<file path="src/rtl/rf_dump_reader.sv">
// ---------------------------------------------------------------------------
// rf_dump_reader
// Read-side scanner for the MIPS register file. On a start pulse it walks the
// RF addresses in ascending order through one combinational read port. It
// streams each (address, data) pair out on a valid/ready interface.
//
// Build option: define RF_DUMP_SKIP_R0_EN to start the scan at address 1,
// which skips the hardwired-zero register $0.
//
// Ports
//   clk        clock, all state updates on posedge
//   reset      asynchronous active-high reset
//   start      begin a scan (sampled only while idle)
//   busy       high whenever a scan is in progress
//   done       one-cycle pulse after the last word is accepted
//   rd_addr    address to the RF read port
//   rd_data    RF read data, combinational from rd_addr
//   out_valid  out_addr/out_data hold a word
//   out_ready  consumer accepts the word when out_valid && out_ready
//   out_addr   RF address of the current word
//   out_data   RF contents captured for out_addr
//   word_cnt   words accepted in the current or last scan
// ---------------------------------------------------------------------------
module rf_dump_reader #(
   parameter int unsigned NUM_REGS = 32,
   parameter int unsigned ADDR_W   = 5,
   parameter int unsigned DATA_W   = 32
) (
   input  logic              clk,
   input  logic              reset,
   input  logic              start,
   output logic              busy,
   output logic              done,
   output logic [ADDR_W-1:0] rd_addr,
   input  logic [DATA_W-1:0] rd_data,
   output logic              out_valid,
   input  logic              out_ready,
   output logic [ADDR_W-1:0] out_addr,
   output logic [DATA_W-1:0] out_data,
   output logic [ADDR_W:0]   word_cnt
);

   localparam int unsigned CNT_W = ADDR_W + 1;

`ifdef RF_DUMP_SKIP_R0_EN
   localparam logic [ADDR_W-1:0] FIRST = ADDR_W'(1);
`else
   localparam logic [ADDR_W-1:0] FIRST = ADDR_W'(0);
`endif
   localparam logic [ADDR_W-1:0] LAST = ADDR_W'(NUM_REGS - 1);

   typedef enum logic [1:0] {
      S_IDLE = 2'd0,
      S_READ = 2'd1,
      S_SEND = 2'd2
   } state_t;

   state_t              state_q,     state_d;
   logic                busy_q,      busy_d;
   logic                done_q,      done_d;
   logic                out_valid_q, out_valid_d;
   logic [ADDR_W-1:0]   rd_addr_q,   rd_addr_d;
   logic [ADDR_W-1:0]   out_addr_q,  out_addr_d;
   logic [DATA_W-1:0]   out_data_q,  out_data_d;
   logic [CNT_W-1:0]    word_cnt_q,  word_cnt_d;

   // Next-state and next-output logic.
   always_comb begin
      state_d     = state_q;
      done_d      = 1'b0;
      out_valid_d = out_valid_q;
      rd_addr_d   = rd_addr_q;
      out_addr_d  = out_addr_q;
      out_data_d  = out_data_q;
      word_cnt_d  = word_cnt_q;

      case (state_q)
         S_IDLE: begin
            if (start) begin
               rd_addr_d  = FIRST;
               word_cnt_d = '0;
               state_d    = S_READ;
            end
         end
         S_READ: begin
            // Read port is combinational, so rd_data matches rd_addr_q here.
            out_data_d  = rd_data;
            out_addr_d  = rd_addr_q;
            out_valid_d = 1'b1;
            state_d     = S_SEND;
         end
         S_SEND: begin
            if (out_valid_q && out_ready) begin
               word_cnt_d  = word_cnt_q + CNT_W'(1);
               out_valid_d = 1'b0;
               if (rd_addr_q == LAST) begin
                  done_d  = 1'b1;
                  state_d = S_IDLE;
               end else begin
                  rd_addr_d = rd_addr_q + ADDR_W'(1);
                  state_d   = S_READ;
               end
            end
         end
         default: begin
            state_d     = S_IDLE;
            out_valid_d = 1'b0;
         end
      endcase

      // busy is registered, so it tracks the state being entered.
      busy_d = (state_d != S_IDLE);
   end

   // State and output registers.
   always_ff @(posedge clk or posedge reset) begin
      if (reset) begin
         state_q     <= S_IDLE;
         busy_q      <= 1'b0;
         done_q      <= 1'b0;
         out_valid_q <= 1'b0;
         rd_addr_q   <= '0;
         out_addr_q  <= '0;
         out_data_q  <= '0;
         word_cnt_q  <= '0;
      end else begin
         state_q     <= state_d;
         busy_q      <= busy_d;
         done_q      <= done_d;
         out_valid_q <= out_valid_d;
         rd_addr_q   <= rd_addr_d;
         out_addr_q  <= out_addr_d;
         out_data_q  <= out_data_d;
         word_cnt_q  <= word_cnt_d;
      end
   end

   assign busy      = busy_q;
   assign done      = done_q;
   assign out_valid = out_valid_q;
   assign rd_addr   = rd_addr_q;
   assign out_addr  = out_addr_q;
   assign out_data  = out_data_q;
   assign word_cnt  = word_cnt_q;

endmodule

</file>
<file path="config.mk">
export PLATFORM = sky130hd
export DESIGN_NAME = rf_dump_reader
export DESIGN_NICKNAME = d
export VERILOG_FILES = /design/src/rtl/rf_dump_reader.sv
export SDC_FILE = /design/constraint.sdc
export NUM_CORES = 1
export LEC_CHECK = 0
export ABC_CLOCK_PERIOD_IN_PS = 1700
export CAP_MARGIN = 20
export CORE_MARGIN = 4
export CORE_UTILIZATION = 38
export DETAILED_ROUTE_END_ITERATION = 7
export PLACE_DENSITY = 0.82
export SLEW_MARGIN = 5
export SYNTH_ARGS = -nofsm -noshare
export SYNTH_HDL_FRONTEND = slang
export SYNTH_SLANG_ARGS = --single-unit
</file>
<file path="constraint.sdc">
create_clock -name clk -period 1.7 [get_ports clk]
set_clock_uncertainty 0.05 [all_clocks]
set_input_delay 0.17 -clock clk [delete_from_list [all_inputs] [get_ports clk]]
set_output_delay 0.17 -clock clk [all_outputs]
set_load 0.01 [all_outputs]
</file>
==> metrics, run 1 <==
PortBufs=86; Yosys top cell area share=around three fifths; worst-path fanout max=4; final net count=300; Sink Count=53; vias in the first global route=about 1700; P per Cell Area=1620 nW/µm²; Max Root-Sink Buffers=2; post-layout minimum cycle time=1.80 ns; Routed Antenna Nets=0; Clock Latency Late Sink=0.30 ns; initial antenna violation count=0; setup tns final=-0.387 ns; row count=27; compound-cell area share of the yosys netlist=~5.7%; Post-Synth Adder-Cell Area=about 1.7%; failing checks=negative setup slack; post-synth top area cell=dfrtp_1; mux share of post-synthesis cell area=20.9%; First-pass DRT Iterations=4; critical path startpoint category=register; CTS tree=built; global route total overflow=0; n_diodes=0; Post-synth EDFFs=0; Via density=4.84; Placer Congestion=0.808; Syn Area/Cell=14.0 µm²; max-cap violation count=0; post-synthesis sequential area ratio=61.7%; global-route wire length before repair=8240 µm; Worst Tran Pin Value=roughly 0.41 ns; Synth Flop Type=dfrtp_1; synth top area cells=dfrtp_1 62%, mux2_2 20%, ha_1 1.7%; Reg2Reg Depth=6; starting DRC count in detailed routing=48; Slew HR=approximately 72%; Final Hold Viols=0; GRT Util Overall=14.5%; Worst-path clk slew=0.09 ns; VDD IR max=0.757 mV; origin of the critical flop-to-flop path=rd_addr[0]$_DFFE_PP0P_; Via Count=1617; fin util=62.4%; chip width=approximately 83 µm; crit path kind=reg -> reg; clock root cell=clkbuf_8; DP Wirelength=about 3600 µm; Netlist cell types=28; final setup violation count=6; Die H=83.2 µm; DRC=0; syn_nets=193; Critical Path AT=1.95 ns; cts bufs inserted=5; fill count=454; Cell Area, Synth=2150 µm²; period utilization=106%; CP required=1.84 ns; Simple-Gate Fraction of Synth Area=7.80%; Post-Synth XOR/XNOR Area=0%; r2r setup slk=-0.10 ns; num ports=87; largest net degree at the start of global routing=22; wire per inst=14.8 µm; Slew Limit Fails=0; number of H-tree levels=2; core area=between 5000 and 6000 µm²; final WL=4940 µm; reg-to-reg endpoint=rd_addr[0]$_DFFE_PP0P_; outcome=finished, violations left; Syn Inst Count=154; share of layout cells above drive strength 1=28.2%; #FFs+latches synth=53; effective utilization at floorplan=around two fifths; asr flop ratio synth=100%; f_max=between 500 and 600 MHz; final worst slack=-0.103 ns; P&R area growth vs syn=59.7%; LEAKAGE=1.47 nW; Crit. End Element=register; Syn. warnings=0; combinational family with the most area after synthesis=multiplexers; unrepaired setup endpoints after global routing=yes; Worst Hold Class=in -> async; die area=6930 µm²
[power by group]
group	internal [mW]	switching [mW]
combinational	1.68	0.987
sequential	1.77	0.256
clock	0.481	0.408
total	3.93	1.65
[per-stage QoR]
step | power [mW] | std cells | setup slack [ns] | hold slack [ns] | cell area [µm²]
floorplan | 3.24 | 154 | -0.140 | 0.272 | 2180
global placement | 4.63 | 324 | -0.0821 | 0.438 | 3290
detailed placement | 4.72 | 324 | -0.120 | 0.445 | 3290
CTS | 5.63 | 333 | -0.109 | 0.125 | 3410
global route | 5.91 | 334 | -0.207 | 0.163 | 3430
finish | 5.58 | 334 | -0.103 | 0.117 | 3430
[cell usage in the layout, fill, tap and decap left out, types with 2 or more instances in the layout]
cell and n:
clkdlybuf4s50_1 85, dfrtp_1 52, mux2_2 38, buf_4 15, a21oi_1 6, clkbuf_8 6
nand2_1 4, nand2b_1 4, inv_1 4, o21ai_0 4, buf_12 4, nand3_1 3
nor2_1 3, nand4b_1 2, o31ai_1 2, or4_1 2, a21o_1 2, a22o_1 2
nor2b_1 2, or3_1 2
[synthesized netlist by cell type, drive strengths merged (2+ instances only)]
library cell  instances
nand2b                4
or4                   2
nor2                  3
nor2b                 3
ha                    3
a21oi                 6
o21ai                 4
mux2                 39
o31ai                 2
buf                   5
nand2                 4
dfrtp                53
or3                   2
a22o                  2
a21o                  2
nand3                 3
inv                   5
nand4b                2
[cells by family after synthesis]
group,after synthesis
adders and majority gates,3
DFF,53
muxes,40
buffers and inverters,11
and+or+nand+nor,28
AOI/OAI and AO/OA,19
[metal layers]
layer | global-route usage, % | vias to the layer above | share of wire, %
li1 | - | 761 | -
met4 | 3.57 | 0 | 0.73
met5 | 0 | - | 0
met1 | 18.5 | 799 | 44
met3 | 5.75 | 5 | 7.0
met2 | 23.2 | 52 | 48
[worst max-delay path: stages (launching register included)]
cell      delay [ns]
dfrtp_2         0.41
ha_2            0.17
and3_4          0.18
ha_4            0.15
nand4b_1        0.23
a21o_1          0.25
mux2_4          0.26
[what timing repair did]
action                                  4_1_cts  5_1_grt
pin swaps                                     3        2
resized for setup                             0        3
buffers inserted                              1        1
hold buffers                                  0        0
endpoints found under the setup margin        6        8
[how the worst max path moves through the flow]
stage	endpoint	slack (ns)	cells past startpoint	start
after detailed placement	rd_addr[0]$_DFFE_PP0P_	-0.12	6	rd_addr[1]$_DFFE_PP0P_
after floorplan	rd_addr[0]$_DFFE_PP0P_	-0.14	6	rd_addr[1]$_DFFE_PP0P_
after CTS	rd_addr[0]$_DFFE_PP0P_	-0.11	6	rd_addr[1]$_DFFE_PP0P_
after global placement	rd_addr[0]$_DFFE_PP0P_	-0.08	6	rd_addr[0]$_DFFE_PP0P_
final	rd_addr[0]$_DFFE_PP0P_	-0.10	6	rd_addr[0]$_DFFE_PP0P_
after global routing	rd_addr[0]$_DFFE_PP0P_	-0.21	6	rd_addr[1]$_DFFE_PP0P_
[area by class of cell]
cell class                 instances  area (µm²)  area share, %
clock buffer                       7        86.3           2.51
clock inverter                     1        30.0          0.874
inverter                           5        18.8          0.546
multi-input combinational         90         815           23.7
sequential                        53        1330           38.7
tap                               72        90.1           2.62
timing repair buffer             106        1070           31.1
[state kept, by name, summed over array words and instances, names as in the netlist]
register and cells:
out_valid 1, busy 1, out_data 32, state_q 2, rd_addr 5, word_cnt 6, out_addr 5, done 1
Power figures use the tool's default switching activity.
==> run 2: changes to the inputs <==
ABC_AREA = 1   (was unset)
CORE_MARGIN = 10   (was 4)
CORE_UTILIZATION = 40   (was 38)
PLACE_DENSITY = 0.83   (was 0.82)
==> metrics, run 2 <==
Via Count=1661 (+2.7%); synth top area cells=dfrtp_1 57%, mux2_4 21%, nand2_1 5.0%; critical path cell sequence=clkdlybuf4s50_1; postcts setup bufs=0 (-1); Finished Cell Area=3390 µm² (-1.4%); effective utilization at floorplan=41.7% (+2.6 points); Syn Area/Cell=12.9 µm² (-7.5%); Cell Area, Placed=3300 µm² (+0.30%); P&R area growth vs syn=45.7%; f_max=625 MHz (+13%); Routed Antenna Nets=0 (unchanged); outcome=complete, no violations; Crit. End Element=output pin; Synth Flop Type=dfrtp_1; Worst Tran Pin Value=0.346 ns (-0.0688 ns); First-pass DRT Iterations=4 (unchanged); Hold Buf Count CTS=0 (unchanged); CP required=1.48 ns (-0.36 ns); chip width=96.2 µm (+16%); final setup violation count=0 (-6); Worst Hold Class=in -> async; Top delay family on crit path=buffers and inverters; Overall Power=5.58 mW (about the same); most frequent cells after synthesis=53 x dfrtp_1, 33 x mux2_4, 31 x nand2_1; Sink Count=53 (unchanged); worst-path fanout max=7 (+3); global route total overflow=0 (unchanged); largest net degree at the start of global routing=40 (+82%); VDD IR max=0.720 mV (-4.8%); PostCTS Resize Cnt=0 (unchanged); n_diodes=0 (unchanged); unrepaired setup endpoints after global routing=no; max FFs per register=32 (unchanged); die area=9260 µm² (+34%); Yosys top cell area share=57.1% (-4.6 points); final WL=5650 µm (+14%); Post-Layout Cell Count=347 (+3.9%); Clock Latency Late Sink=0.30 ns (about the same); Final Hold Viols=0 (unchanged); Die H=96.2 µm (+16%); Cells after DPL=340 (+4.9%); global-route wire length before repair=8900 µm (+8.0%); period utilization=94.1% (-12 points); Netlist cell types=19 (-32%); Placer Congestion=0.787 (-2.7%); Crit-path slowest cell=clkdlybuf4s50_1; starting DRC count in detailed routing=61 (+27%); number of H-tree levels=2 (unchanged); #FFs+latches synth=53 (unchanged); critical path startpoint category=register; Syn. warnings=0 (unchanged); wire per inst=16.3 µm (+10%); post-layout minimum cycle time=1.60 ns (-0.204 ns); cts bufs inserted=5 (unchanged); post-synth top area cell=dfrtp_1; clock root cell=clkbuf_8; initial antenna violation count=0 (unchanged); GRT Util Overall=12.5% (-2.1 points); Max Root-Sink Buffers=2 (unchanged); Slew Limit Fails=0 (unchanged); P per Cell Area=1650 nW/µm² (+1.4%); post-synthesis sequential area ratio=57.1% (-4.6 points); crit path from=rd_addr[2]$_DFFE_PP0P_; origin of the critical flop-to-flop path=rd_addr[0]$_DFFE_PP0P_; share of layout cells above drive strength 1=21.1% (-7.2 points); commonest non-fill, non-tap cells in the layout=86 x clkdlybuf4s50_1, 53 x dfrtp_1, 33 x mux2_4; crit path kind=reg -> out; DRC=0 (unchanged); syn_nets=219 (+13%); PortBufs=86 (unchanged); DP Wirelength=4360 µm (+20%); fill count=452 (-0.44%); final net count=314 (+4.7%); most common cell after layout, fill and taps aside=clkdlybuf4s50_1; Syn Inst Count=180 (+17%); Cell Area, Synth=2320 µm² (+8.1%); Slew HR=76.9% (+4.6 points); CTS tree=built; row count=27 (unchanged); Critical Path AT=1.38 ns (-0.57 ns); Post-synth EDFFs=0 (unchanged); max-cap violation count=0 (unchanged); max incr delay on CP=0.60 ns (+0.19 ns); vias in the first global route=1781 (+4.5%); LEAKAGE=1.61 nW (+9.1%); num ports=87 (unchanged); Worst-path clk slew=0.09 ns (about the same); fin util=60.8% (-1.6 points); setup tns final=0 ns (+0.387 ns); Via density=4.79 (-1.1%); worst path bufs/invs=1 (+1); asr flop ratio synth=100% (unchanged); core area=5570 µm² (+1.2%); top-count cell post-synth=dfrtp_1
[run 2: cell types whose count changed after synthesis, sizes merged, moves of 5 or more]
cell / delta
nand2: +33
nor2: +6
nand3: +7
inv: +10
a21oi: -5
[run 2: area by class of cell]
type	instances	area, µm²	area share (%)
inverters	15	56.3	1.66
multi-input cells	108	897	26.5
clock buffers	7	86.3	2.55
repair buffers	92	931	27.5
well taps	72	90.1	2.66
flip-flops and latches	53	1330	39.2
[run 2: worst paths after layout]
path	to	slack, ns	cells after the start
min in group clk	out_data[4]$_DFFE_PP0P_	0.43	2
hold reg to reg	out_addr[3]$_DFFE_PP0P_	0.45	2
max in group asynchronous	out_addr[2]$_DFFE_PP0P_	0.99	3
hold / removal	out_data[23]$_DFFE_PP0P_	0.1	2
setup / recovery	rd_addr[2]	0.10	1
setup reg to reg	rd_addr[0]$_DFFE_PP0P_	0.26	8
[run 2: report_power, final]
| part | internal (mW) | leakage, nW | total (mW) | switching [mW] |
|---|---|---|---|---|
| Clock | 0.324 | 0.0443 | 0.699 | 0.375 |
| Combinational | 1.76 | 0.905 | 2.82 | 1.06 |
| Sequential | 1.76 | 0.657 | 2.06 | 0.299 |
[run 2: stage by stage]
step | setup slack [ns] | hold WS [ns]
floorplan | 0.194 | 0.269
global placement | 0.292 | 0.416
detailed placement | 0.264 | 0.436
CTS | 0.0898 | 0.101
global route | 0.00291 | 0.105
finish | 0.101 | 0.0998
[run 2: per-layer routing]
metal  wire length, µm  track usage (%)
met1              2250             14.9
met2              2590             19.8
met3               759             5.99
met4                47             2.95
met5                 0                0
[run 2: kinds of logic (layout without fill, tap and decap cells)]
family / after synthesis / count (layout) / synth area share [%]
buffers and inverters: 19 / 114 / 4.36
AND/OR/NAND/NOR: 61 / 61 / 12.8
flip-flops: 53 / 53 / 57.1
AO/OA/AOI/OAI: 9 / 9 / 1.94
adder cells (fa/ha/maj): 3 / 3 / 1.61
multiplexers: 35 / 35 / 22.3
==> run 3: changes to the inputs <==
CTS_CLUSTER_DIAMETER = 200   (was unset)
==> results of run 3 <==
Same layout as run 2: the final DEF is identical, and so are final timing and power.
